File: src/rtl/dm_arb_pkg.sv
// ============================================================================
//  Module      : dm_arb_pkg
//  Description : Shared types and constants for the data-memory port arbiter.
//                Holds the arbiter FSM state encoding, the coprocessor
//                operation encoding and the doubleword-to-byte address shift.
//  Revision    : 1.0  initial release
// ============================================================================
`default_nettype none

package dm_arb_pkg;

  // Arbiter FSM states (explicit 2-bit encoding)
  typedef enum logic [1:0] {
    IDLE   = 2'd0,
    WAIT   = 2'd1,
    RDWAIT = 2'd2,
    DONE   = 2'd3
  } dm_arb_state_t;

  // Latched coprocessor operation
  typedef enum logic {
    COP_RD = 1'b0,
    COP_WR = 1'b1
  } cop_op_t;

  // Coprocessor addresses are doubleword indices; shift to get a byte address.
  localparam int COP_ADDR_SHIFT = 3;

endpackage : dm_arb_pkg

`default_nettype wire

File: src/rtl/dm_arb_starve_cnt.sv
// ============================================================================
//  Module      : dm_arb_starve_cnt
//  Description : Starvation counter for a pending coprocessor request. Counts
//                the cycles the request has been blocked by the core and
//                flags a forced grant once MAX_WAIT blocked cycles elapsed.
//  Revision    : 1.0  initial release
//
//  Ports
//    clk     in  1 : system clock
//    reset   in  1 : asynchronous, active-high reset
//    clear   in  1 : restart the count (entry into the waiting state)
//    inc     in  1 : one more blocked cycle
//    forced  out 1 : count has reached MAX_WAIT, grant must be forced
// ============================================================================
`default_nettype none

module dm_arb_starve_cnt #(
  parameter int MAX_WAIT = 8
) (
  input  logic clk,
  input  logic reset,
  input  logic clear,
  input  logic inc,
  output logic forced
);

  localparam int             CW      = $clog2(MAX_WAIT + 1);
  localparam logic [CW-1:0]  MAX_CNT = CW'(MAX_WAIT);

  logic [CW-1:0] r_wait_cnt;

  always_ff @(posedge clk or posedge reset) begin
    if (reset) begin
      r_wait_cnt <= '0;
    end else if (clear) begin
      r_wait_cnt <= '0;
    end else if (inc && (r_wait_cnt != MAX_CNT)) begin
      // Saturate so the flag can never wrap away if inc is misused.
      r_wait_cnt <= r_wait_cnt + CW'(1);
    end
  end

  assign forced = (r_wait_cnt == MAX_CNT);

endmodule : dm_arb_starve_cnt

`default_nettype wire

File: src/rtl/dm_port_arbiter.sv
// ============================================================================
//  Module      : dm_port_arbiter
//  Description : Shares the single synchronous data-memory port between the
//                core data interface (zero-latency priority) and the
//                coprocessor PIO debug access. Coprocessor requests are
//                edge-triggered from the PIO levels and finish with a
//                4-phase done handshake; a starvation counter forces a
//                one-cycle core stall so the coprocessor is always served.
//  Revision    : 1.0  initial release
//
//  Ports
//    clk, reset                : clock, asynchronous active-high reset
//    DM_addr/DM_writeData      : core byte address / write data
//    DM_writeEnable/readEnable : core access requests
//    DM_readData               : core read data (memory data, 1 cycle later)
//    core_stall                : core access not performed this cycle
//    cop_addr                  : coprocessor doubleword index
//    cop_we/cop_re             : coprocessor request levels
//    cop_wdata/cop_rdata       : coprocessor write data / registered read data
//    cop_done                  : coprocessor access complete
//    mem_addr/wdata/we/re      : memory port
//    mem_rdata                 : memory read data, valid 1 cycle after mem_re
// ============================================================================
`default_nettype none

module dm_port_arbiter
  import dm_arb_pkg::*;
#(
  parameter int N        = 64,
  parameter int AW       = 15,
  parameter int MAX_WAIT = 8
) (
  input  logic          clk,
  input  logic          reset,
  // core data interface
  input  logic [N-1:0]  DM_addr,
  input  logic [N-1:0]  DM_writeData,
  input  logic          DM_writeEnable,
  input  logic          DM_readEnable,
  output logic [N-1:0]  DM_readData,
  output logic          core_stall,
  // coprocessor PIO interface
  input  logic [AW-1:0] cop_addr,
  input  logic          cop_we,
  input  logic          cop_re,
  input  logic [N-1:0]  cop_wdata,
  output logic [N-1:0]  cop_rdata,
  output logic          cop_done,
  // memory port
  output logic [N-1:0]  mem_addr,
  output logic [N-1:0]  mem_wdata,
  output logic          mem_we,
  output logic          mem_re,
  input  logic [N-1:0]  mem_rdata
);

  localparam int PADW = N - AW - COP_ADDR_SHIFT;

  dm_arb_state_t r_state;
  dm_arb_state_t w_next_state;

  logic          r_prev;
  logic          r_pend;
  logic [AW-1:0] r_cop_addr;
  logic [N-1:0]  r_cop_wdata;
  cop_op_t       r_cop_op;
  logic          r_rd_owner_cop;
  logic [N-1:0]  r_cop_rdata;

  logic          w_core_act;
  logic          w_cop_req;
  logic          w_cop_edge;
  logic          w_capture;
  logic          w_forced;
  logic          w_grant;
  logic [N-1:0]  w_cop_byte_addr;

  assign w_core_act = DM_writeEnable | DM_readEnable;
  assign w_cop_req  = cop_we | cop_re;
  assign w_cop_edge = w_cop_req & ~r_prev;
  // Edges outside IDLE are deliberately dropped: one access in flight at a time.
  assign w_capture  = (r_state == IDLE) && w_cop_edge;

  // The port goes to the coprocessor when the core is idle or the wait expired.
  assign w_grant = (r_state == WAIT) && r_pend && (!w_core_act || w_forced);

  assign w_cop_byte_addr = {{PADW{1'b0}}, r_cop_addr, {COP_ADDR_SHIFT{1'b0}}};

  dm_arb_starve_cnt #(
    .MAX_WAIT (MAX_WAIT)
  ) u_starve_cnt (
    .clk    (clk),
    .reset  (reset),
    .clear  (w_capture),
    .inc    ((r_state == WAIT) && w_core_act && !w_forced),
    .forced (w_forced)
  );

  // --------------------------------------------------------------------------
  // Request capture and read-data routing registers
  // --------------------------------------------------------------------------
  always_ff @(posedge clk or posedge reset) begin
    if (reset) begin
      // prev starts high so a level held through reset is not seen as an edge
      r_prev         <= 1'b1;
      r_pend         <= 1'b0;
      r_cop_addr     <= '0;
      r_cop_wdata    <= '0;
      r_cop_op       <= COP_RD;
      r_rd_owner_cop <= 1'b0;
      r_cop_rdata    <= '0;
    end else begin
      r_prev <= w_cop_req;
      if (w_capture) begin
        r_pend      <= 1'b1;
        r_cop_addr  <= cop_addr;
        r_cop_wdata <= cop_wdata;
        // simultaneous we/re resolves to a write
        r_cop_op    <= cop_we ? COP_WR : COP_RD;
      end else if (w_grant) begin
        r_pend <= 1'b0;
      end
      // Remember who issued this cycle's read so next cycle's data is routed.
      r_rd_owner_cop <= w_grant && (r_cop_op == COP_RD);
      if (r_rd_owner_cop) begin
        r_cop_rdata <= mem_rdata;
      end
    end
  end

  // --------------------------------------------------------------------------
  // FSM: state register
  // --------------------------------------------------------------------------
  always_ff @(posedge clk or posedge reset) begin
    if (reset) begin
      r_state <= IDLE;
    end else begin
      r_state <= w_next_state;
    end
  end

  // --------------------------------------------------------------------------
  // FSM: next state
  // --------------------------------------------------------------------------
  always_comb begin
    w_next_state = r_state;
    case (r_state)
      IDLE: begin
        if (w_cop_edge) begin
          w_next_state = WAIT;
        end
      end
      WAIT: begin
        if (w_grant) begin
          w_next_state = (r_cop_op == COP_RD) ? RDWAIT : DONE;
        end
      end
      RDWAIT: begin
        w_next_state = DONE;
      end
      DONE: begin
        // 4-phase handshake: wait for software to release the request level
        if (!w_cop_req) begin
          w_next_state = IDLE;
        end
      end
      default: begin
        w_next_state = IDLE;
      end
    endcase
  end

  // --------------------------------------------------------------------------
  // FSM: outputs / memory port mux
  // --------------------------------------------------------------------------
  always_comb begin
    mem_addr   = DM_addr;
    mem_wdata  = DM_writeData;
    mem_we     = DM_writeEnable;
    mem_re     = DM_readEnable & ~DM_writeEnable;
    core_stall = 1'b0;
    if (w_grant) begin
      mem_addr   = w_cop_byte_addr;
      mem_wdata  = r_cop_wdata;
      mem_we     = (r_cop_op == COP_WR);
      mem_re     = (r_cop_op == COP_RD);
      core_stall = w_core_act;
    end
  end

  assign cop_done    = (r_state == DONE);
  assign cop_rdata   = r_cop_rdata;
  // Only meaningful to the core when it owned the previous read.
  assign DM_readData = mem_rdata;

endmodule : dm_port_arbiter

`default_nettype wire

File: config.mk
export PLATFORM = sky130hd
export DESIGN_NAME = dm_port_arbiter
export DESIGN_NICKNAME = d
export VERILOG_FILES = /design/src/rtl/dm_arb_pkg.sv /design/src/rtl/dm_arb_starve_cnt.sv /design/src/rtl/dm_port_arbiter.sv
export SDC_FILE = /design/constraint.sdc
export NUM_CORES = 1
export LEC_CHECK = 0
export BUFFER_PORTS_ARGS = -buffer_cell sky130_fd_sc_hd__buf_4
export CORE_AREA = 2 2 207 209
export CTS_BUF_LIST = sky130_fd_sc_hd__clkbuf_2 sky130_fd_sc_hd__clkbuf_4 sky130_fd_sc_hd__clkbuf_8
export CTS_CLUSTER_SIZE = 28
export DETAILED_ROUTE_END_ITERATION = 7
export DIE_AREA = 0 0 209 211
export SLEW_MARGIN = 15
export SYNTH_ARGS = -nofsm -noshare
export SYNTH_HDL_FRONTEND = slang
export SYNTH_SLANG_ARGS = --single-unit
File: constraint.sdc
create_clock -name clk -period 10.6 [get_ports clk]
set_input_delay 1.06 -clock clk [delete_from_list [all_inputs] [get_ports clk]]
set_output_delay 1.06 -clock clk [all_outputs]
set_load 0.02 [all_outputs]
==> After elaboration in Yosys (flattened, before gate mapping) <==
Index checks and enable logic that the tools add are counted.
Widths: inputs -> output; s select.
{ "word_totals": {"ramBits": 0, "register_bits": 153, "output_inout_bits": 260, "romBits": 0, "n_memories": 0, "latchBits": 0, "in_bits": 277} }
{ "op_classes": {"order_cmp": 0, "n_eq_ne": 8, "n_addsub": 1, "div": 0, "shift": 0, "n_reduce_logical": 14, "mul": 0, "n_bitwise": 7, "muxes": 15} }
{ "op_table": {"columns": ["operator", "n"], "rows": [
  ["$mux 64", 2],
  ["$mux 4", 2],
  ["$pmux 2 s4", 1],
  ["$logic_and 1x1->1", 7],
  ["$mux 1", 7],
  ["$mux 2", 3],
  ["$ne 2x2->1 const B", 3],
  ["$add 4x1->4 const B", 1],
  ["$eq 2x2->1 const B", 2],
  ["$eq 4x4->1 const B", 1],
  ["$ne 4x4->1 const B", 1],
  ["$reduce_bool 2->1", 2],
  ["$not 1->1", 3],
  ["$reduce_and 3->1", 1],
  ["$and 1x1->1", 2],
  ["$eq 2x1->1 const B", 1],
  ["$logic_not 1->1", 2],
  ["$logic_not 2->1", 1],
  ["$or 1x1->1", 2],
  ["$logic_or 1x1->1", 1]
]} }

==> Longest topological paths before layout <==
Gate-level depths: netlist (run 1).
{ "logic_depth": {"depth_word": 6, "depth_mapped": 8, "mapped_depth_nobuf": 6} }

==> By module <==
Synthesis (run 1) repeated with hierarchy kept, for this count alone.
{ "hier_totals": {"hier_cells": 573, "hier_area_um2": 7704.9} }
{ "modules_own_cells": {"columns": ["module", "area_each_um2", "cells_per_inst", "seq_area_each_um2", "n_inst"], "rows": [
  ["dm_port_arbiter", 7468.4, 548, 3729.8, 1],
  ["dm_arb_starve_cnt", 236.5, 25, 100.1, 1]
]} }

==> Worst setup path before layout (run 1) <==
OpenSTA, ideal clock, no wires.
{ "synth_path": {"path_type": "input port to output port", "from": "in DM_readEnable", "to": "out mem_addr[3]", "required_time_ps": 9540, "path_buffers": 2, "t_arrival_ps": 2120, "setup_slack_ps": 7420, "cell_stages": 5, "cell_sequence": "nor2_1 -> o211ai_2 -> buf_2 -> buf_4 -> mux2_2"} }
{ "synth_via": {"elab_chain_len": 5} }
{ "synth_lines": {"columns": ["element", "line_no", "rtl"], "rows": [
  ["start: declaration", "dm_port_arbiter.sv:39", "input logic DM_readEnable,"],
  ["$or 1x1->1", "dm_port_arbiter.sv:78", "assign w_core_act = DM_writeEnable | DM_readEnable;"],
  ["$logic_not 1->1", "dm_port_arbiter.sv:85", "assign w_grant = (r_state == WAIT) && r_pend && (!w_core_act || w_forced);"],
  ["$logic_or 1x1->1", "dm_port_arbiter.sv:85", null],
  ["$logic_and 1x1->1", "dm_port_arbiter.sv:85", null],
  ["$mux 64", "dm_port_arbiter.sv:182", "if (w_grant) begin"],
  ["end: declaration", "dm_port_arbiter.sv:50", "output logic [N-1:0] mem_addr,"]
]} }
Every way passes these cells.

==> Worst setup path after layout (run 1) <==
{ "layout_path": {"from": "reg u_starve_cnt.r_wait_cnt[0]", "to": "out mem_wdata[8]"} }
{ "layout_via": {"elab_chain_len": 4} }
{ "layout_lines": {"columns": ["element", "line_no", "rtl"], "rows": [
  ["start: declaration", "dm_arb_starve_cnt.sv:30", "logic [CW-1:0] r_wait_cnt;"],
  ["start signal: assignment", "dm_arb_starve_cnt.sv:39", "r_wait_cnt <= r_wait_cnt + CW'(1);"],
  ["$eq 4x4->1", "dm_arb_starve_cnt.sv:43", "assign forced = (r_wait_cnt == MAX_CNT);"],
  ["$logic_or 1x1->1", "dm_port_arbiter.sv:85", null],
  ["$logic_and 1x1->1", "dm_port_arbiter.sv:85", null],
  ["$mux 64", "dm_port_arbiter.sv:182", null],
  ["end: declaration", "dm_port_arbiter.sv:51", "output logic [N-1:0] mem_wdata,"]
]} }
Every way passes these cells.

==> results.ini, run 1 <==
[outcome]
outcome=finished clean

[yosys]
synth_compound_area_share_pct=1.11
postSynthNetCount=846
synth_top_family_by_area=multiplexers
simple_gate_share_of_the_synthesized_area_pct=5.02
ys_ff_latch=153
ys_types=25
predominant_post_synthesis_flop_cell=sky130_fd_sc_hd__dfrtp_1
post_synth_mux_area_share_pct=33.7
synthesis.yosys.warnings=0
yosys.area_share.adder_pct=0.825
synth-xor-area-share_pct=0.116
syn-instance-count=564
syn_area_mm2=0.00758
ys_seq_area_share_pct=50.5
synthArstFlopShare_pct=100
synth_edf_count=0
post_synth.cell_area_avg_um2=13.4

[timing]
finalSetupTns_ns=0
worst-slew-pin-transition_ns=0.938
setup_violations=0
hold_viol_final=0
timing.max_slew.rel_slack_pct=37.5
max_freq_ghz=0.222
worst_hold_slack_across_all_endpoints_ns=0.505
final.setup_skew_ns=0.00885
final.min_clock_period_ns=4.51
part_of_the_cycle_the_worst_path_needs_pct=42.6
grt_setup_unrepaired=no
finalMaxSlewViolations=0

[global_route]
wire_length_of_the_first_global_routing_pass_um=35000
grt_antenna_before_repair=3
grtUsageTotal_pct=10.4
grt_overflow_total=0
grt_pass1_vias=6068
pin_count_of_the_biggest_net_entering_global_routing=80

[final_layout]
final_common_cell=sky130_fd_sc_hd__buf_4
post_route_cells_drive_above_1_share_pct=77.3
final_cell_mix=543 x sky130_fd_sc_hd__buf_4, 225 x sky130_fd_sc_hd__mux2_2, 151 x sky130_fd_sc_hd__dfrtp_1
fin_nets=1313
syn_to_final_growth_pct=59.7
fill_cells=4327
layout.area.seq_mm2=0.00383
diodes=0
multiInputGateArea_mm2=0.00310

[die]
chipWidth_um=209
chipHeight_um=211
start_util_pct=18.2
floorplan.core_area_mm2=0.0418
row_count=75
die_area_mm2=0.0441
ioPinCount=537

[route]
drt-vias-per-instance=3.77
first_iter_violations=172
num_vias=5962
remaining_drc_errors=0
detailedRoute.firstPassIterationCount=5
routed_wirelength_um=24100
ant_nets=0
routed_wire_length_per_instance_um=15.2

[setup_path]
critPathCaptureType=output port
path_class=reg2out
timing.critical_path.from_type=register
critPathMaxFanout=79
worstPathRequired_ns=9.54
cp_data_arrival_time_ns=3.45

[placed_design]
detailed_place_hpwl_um=19100
port_buffers=536
finalWeightedCongestion=0.759

[clocking]
tritoncts.num_buffers=17
cts_post_setup_buffers_inserted=0
tritoncts_num_sinks=153
number_of_hold_repair_buffers_added_at_the_cts_stage=0
clkSlewWorstSetupHoldPaths_ns=0.09
cts_max_level=4
clock_latency_on_the_worst_skew_pair_ns=0.48
cts.repair.resized=0
cts_max_path_buffers=2
cts_tree=yes
cts.root.buffer_cell=sky130_fd_sc_hd__clkbuf_8

[power_and_ir_drop]
worst_vdd_ir_mv=0.0620
leakagePower_nw=6.37
power.density_cell_area_mw_per_mm2=108

[worst_hold_path]
hold_path_class=reg2reg

[flow_run]
maxCapViolations=0

-- report_power, final --
part | total, W | internal (W) | switching, W
clock | 0.000450 | 0.000198 | 0.000252
sequential | 0.000598 | 0.000592 | 0.00000652
combinational | 0.000259 | 0.000140 | 0.000119
total | 0.00131 | 0.000929 | 0.000377
-- flip-flops by register name, indices dropped and copies added (netlist names) --
register	flops
r_pend	1
u_starve_cnt.r_wait_cnt	4
r_cop_wdata	64
cop_rdata	64
r_state	2
r_prev	1
r_cop_op	1
r_rd_owner_cop	1
r_cop_addr	15
-- routing by layer --
metal | wire length, um | global-route usage (%)
met1 | 9580 | 12.0
met2 | 12200 | 17.7
met3 | 1830 | 3.48
met4 | 495 | 3.87
met5 | 27 | 0
-- logic make-up (layout without fill, tap and decap cells) --
family | after synthesis | count (layout)
and+or+nand+nor | 62 | 62
DFF | 153 | 153
xor gates and xnor gates | 1 | 1
muxes | 227 | 227
buffers and inverters | 104 | 584
AOI/OAI and AO/OA | 12 | 12
adders and majority gates | 5 | 5
-- worst max-delay path, cell delays in order, from the launching register on --
cell and delay [ns]:
sky130_fd_sc_hd__dfrtp_1 0.38, sky130_fd_sc_hd__inv_1 0.08, sky130_fd_sc_hd__ha_1 0.19, sky130_fd_sc_hd__and3b_1 0.22, sky130_fd_sc_hd__o211ai_4 0.20, sky130_fd_sc_hd__buf_4 0.44, sky130_fd_sc_hd__buf_4 0.72, sky130_fd_sc_hd__mux2_2 0.42
sky130_fd_sc_hd__buf_4 0.16
-- cells in the mapped netlist (2+ instances only) --
cell | number | area (um2)
sky130_fd_sc_hd__mux2_2 | 225 | 2530
sky130_fd_sc_hd__or3_1 | 3 | 18.8
sky130_fd_sc_hd__mux2i_1 | 2 | 20.0
sky130_fd_sc_hd__clkbuf_1 | 12 | 45.0
sky130_fd_sc_hd__nor2_1 | 6 | 22.5
sky130_fd_sc_hd__o21ai_0 | 5 | 25.0
sky130_fd_sc_hd__inv_1 | 9 | 33.8
sky130_fd_sc_hd__ha_1 | 5 | 62.6
sky130_fd_sc_hd__buf_2 | 16 | 80.1
sky130_fd_sc_hd__buf_4 | 67 | 503
sky130_fd_sc_hd__dfrtp_1 | 152 | 3800
sky130_fd_sc_hd__and2_1 | 49 | 307
-- final timing paths --
kind	start	cells after the start	to	slack [ns]
worst max-delay path	u_starve_cnt.r_wait_cnt[0]	8	mem_wdata[8]	6.09
worst max register to register	r_state[0]	5	r_cop_wdata[28]	8.34
min in group asynchronous	reset	2	r_cop_addr[5]	0.59
worst min-delay path	r_cop_op	1	r_rd_owner_cop	0.50
max in group asynchronous	reset	3	r_cop_wdata[12]	8.86
worst min register to register	r_cop_op	1	r_rd_owner_cop	0.50
-- final cells by class --
type / instances / share of cell area (%)
repair buffers: 543 / 33.7
flip-flops and latches: 153 / 31.6
multi-input cells: 307 / 25.6
well taps: 539 / 5.57
clock buffers: 18 / 2.05
clock inverters: 14 / 1.13
inverters: 9 / 0.320
-- metrics by stage --
step	utilization (%)	std cells	area (um2)	worst slack [ns]	total power, W
2_1_floorplan	-	564	7580	5.42	0.000734
3_3_place_gp	28.1	1551	11700	6.22	0.000870
3_5_place_dp	28.1	1551	11700	6.13	0.000871
4_1_cts	29.0	1583	12100	5.97	0.00134
5_1_grt	29.0	1583	12100	5.82	0.00138
6_report	29.0	1583	12100	6.09	0.00131
Note: power is estimated with default switching activity, not from simulation.
==> run 2, diff against run 1 <==
clock period = 4.75 ns   (was 10.6 ns; I/O delays follow)
==> results.ini, run 2 (synthesis results as in run 1) <==
[flow_run]
maxCapViolations=0  ; unchanged

[route]
ant_nets=0  ; unchanged
first_iter_violations=187  ; +8.7%
routed_wirelength_um=23600  ; -2.3%
detailedRoute.firstPassIterationCount=4  ; -1
num_vias=6004  ; +0.70%
drt-vias-per-instance=3.80  ; +0.77%
routed_wire_length_per_instance_um=14.9  ; -2.2%
remaining_drc_errors=0  ; unchanged

[global_route]
grt_pass1_vias=6157  ; +1.5%
grt_overflow_total=0  ; unchanged
grt_antenna_before_repair=2  ; -1
use_met1_pct=11.6  ; -0.36 points
grt_busiest_layer=met2
grtUsageMet2_pct=17.7  ; -0.034 points
grtUsageTotal_pct=10.2  ; -0.15 points
pin_count_of_the_biggest_net_entering_global_routing=81  ; +1.3%
wire_length_of_the_first_global_routing_pass_um=34700  ; -0.71%
groute.layer.met3.usage_pct=3.81  ; +0.33 points

[clocking]
cts_post_setup_buffers_inserted=0  ; unchanged
clock_latency_on_the_worst_skew_pair_ns=0.46  ; -0.02 ns
cts_max_level=4  ; unchanged
tritoncts_num_sinks=153  ; unchanged
cts_tree=yes
tritoncts.num_buffers=17  ; unchanged
number_of_hold_repair_buffers_added_at_the_cts_stage=0  ; unchanged
cts_max_path_buffers=2  ; unchanged
cts.root.buffer_cell=sky130_fd_sc_hd__clkbuf_8
clkSlewWorstSetupHoldPaths_ns=0.09  ; about the same
cts.repair.resized=0  ; unchanged

[final_layout]
fin_nets=1312  ; -0.076%
syn_to_final_growth_pct=60.5
final_cell_mix=541 x sky130_fd_sc_hd__buf_4, 225 x sky130_fd_sc_hd__mux2_2, 151 x sky130_fd_sc_hd__dfrtp_1
post_route_cells_drive_above_1_share_pct=77.3  ; about the same
final_common_cell=sky130_fd_sc_hd__buf_4
diodes=0  ; unchanged
fill_cells=4282  ; -1.0%

[timing]
final.min_clock_period_ns=3.24
final.setup_skew_ns=0.0107  ; +0.00190 ns
setup_violations=0  ; unchanged
worst_slack_ns=1.51  ; -4.58 ns
finalMaxSlewViolations=0  ; unchanged
finalSetupTns_ns=0  ; unchanged
hold_viol_final=0  ; unchanged
grt_setup_unrepaired=no
max_freq_ghz=0.308
worst-slew-pin-transition_ns=0.838  ; -0.0995 ns
part_of_the_cycle_the_worst_path_needs_pct=68.3
timing.max_slew.rel_slack_pct=44.1  ; +6.6 points

[power_and_ir_drop]
power.density_cell_area_mw_per_mm2=250  ; +130%
worst_vdd_ir_mv=0.145  ; +130%
leakagePower_nw=6.39  ; +0.29%

[placed_design]
pre_cts_slack_ns=2.02  ; -4.11 ns
port_buffers=536  ; unchanged
detailed_place_hpwl_um=18600  ; -2.5%
finalWeightedCongestion=0.767  ; +1.0%

[setup_path]
timing.critical_path.from_type=register
path_class=reg2out
crit_path_frequent_cell=sky130_fd_sc_hd__buf_4
worst_path_largest_cell_delay_ns=0.60  ; -0.12 ns
cp_data_arrival_time_ns=2.77  ; -0.68 ns
critPathCaptureType=output port
path_cells=inv_1 -> ha_1 -> and3b_1 -> o211ai_4 -> buf_4 -> mux2_2 -> buf_4
worst_path_max_delay_cell=sky130_fd_sc_hd__buf_4
worstPathRequired_ns=4.28  ; -5.26 ns
critPathMaxFanout=61  ; -23%

[die]
floorplan.core_area_mm2=0.0418  ; unchanged
ioPinCount=537  ; unchanged
row_count=75  ; unchanged
die_area_mm2=0.0441  ; unchanged
chipWidth_um=209  ; unchanged
chipHeight_um=211  ; unchanged
start_util_pct=18.2  ; unchanged

[outcome]
outcome=finished clean

[worst_hold_path]
hold_path_class=in2async

[run 2: critical path, delay by kind of cell, from the launching register on]
| family | cells | cell delay, ns |
|---|---|---|
| fa+ha+maj | 1 | 0.19 |
| buf+inv | 3 | 0.84 |
| mux | 1 | 0.42 |
| compound gates | 1 | 0.17 |
| simple gates | 1 | 0.22 |
| flops | 1 | 0.37 |
[run 2: worst paths after layout]
check,slack (ns),startpoint,depth (start not counted),end
worst min-delay path,0.10,reset,2,r_cop_addr[0]
worst max-delay path,1.51,u_starve_cnt.r_wait_cnt[0],7,mem_wdata[8]
worst max register to register,2.60,r_state[0],5,r_cop_wdata[4]
max in group asynchronous,3.73,reset,3,r_cop_wdata[18]
worst min register to register,0.51,r_cop_addr[1],1,r_cop_addr[1]
min in group clk,0.23,cop_wdata[37],2,r_cop_wdata[37]
[run 2: per-layer routing]
layer | wire (um) | share of wire, % | vias up
met5 | 23 | 0.098 | -
met4 | 435 | 1.8 | 4
met3 | 1860 | 7.9 | 24
met2 | 11900 | 51 | 300
met1 | 9300 | 39 | 2865
li1 | - | - | 2811
[run 2: power by group]
group	leakage, nW	switching (W)	internal (W)
Sequential	2.12	0.0000149	0.00132
Combinational	4.06	0.000267	0.000313
Clock	0.217	0.000507	0.000614
[run 2: cell type report]
type	count	area, um2	share of cell area, %
flip-flops and latches	153	3830	31.5
well taps	539	674	5.54
repair buffers	542	4080	33.5
clock buffers	23	285	2.34
clock inverters	9	153	1.25
multi-input cells	307	3100	25.5
inverters	9	38.8	0.319
[run 2: metrics by stage]
step,hold slack (ns),cell area (um2),utilization [%],instances,total power (W)
after floorplan,0.445,7580,-,564,0.00164
after global routing,0.0984,12200,29.1,1582,0.00320
after detailed placement,0.496,11700,28.1,1550,0.00195
after CTS,0.0790,12200,29.1,1582,0.00311
final,0.101,12200,29.1,1582,0.00304
after global placement,0.487,11700,28.1,1550,0.00194
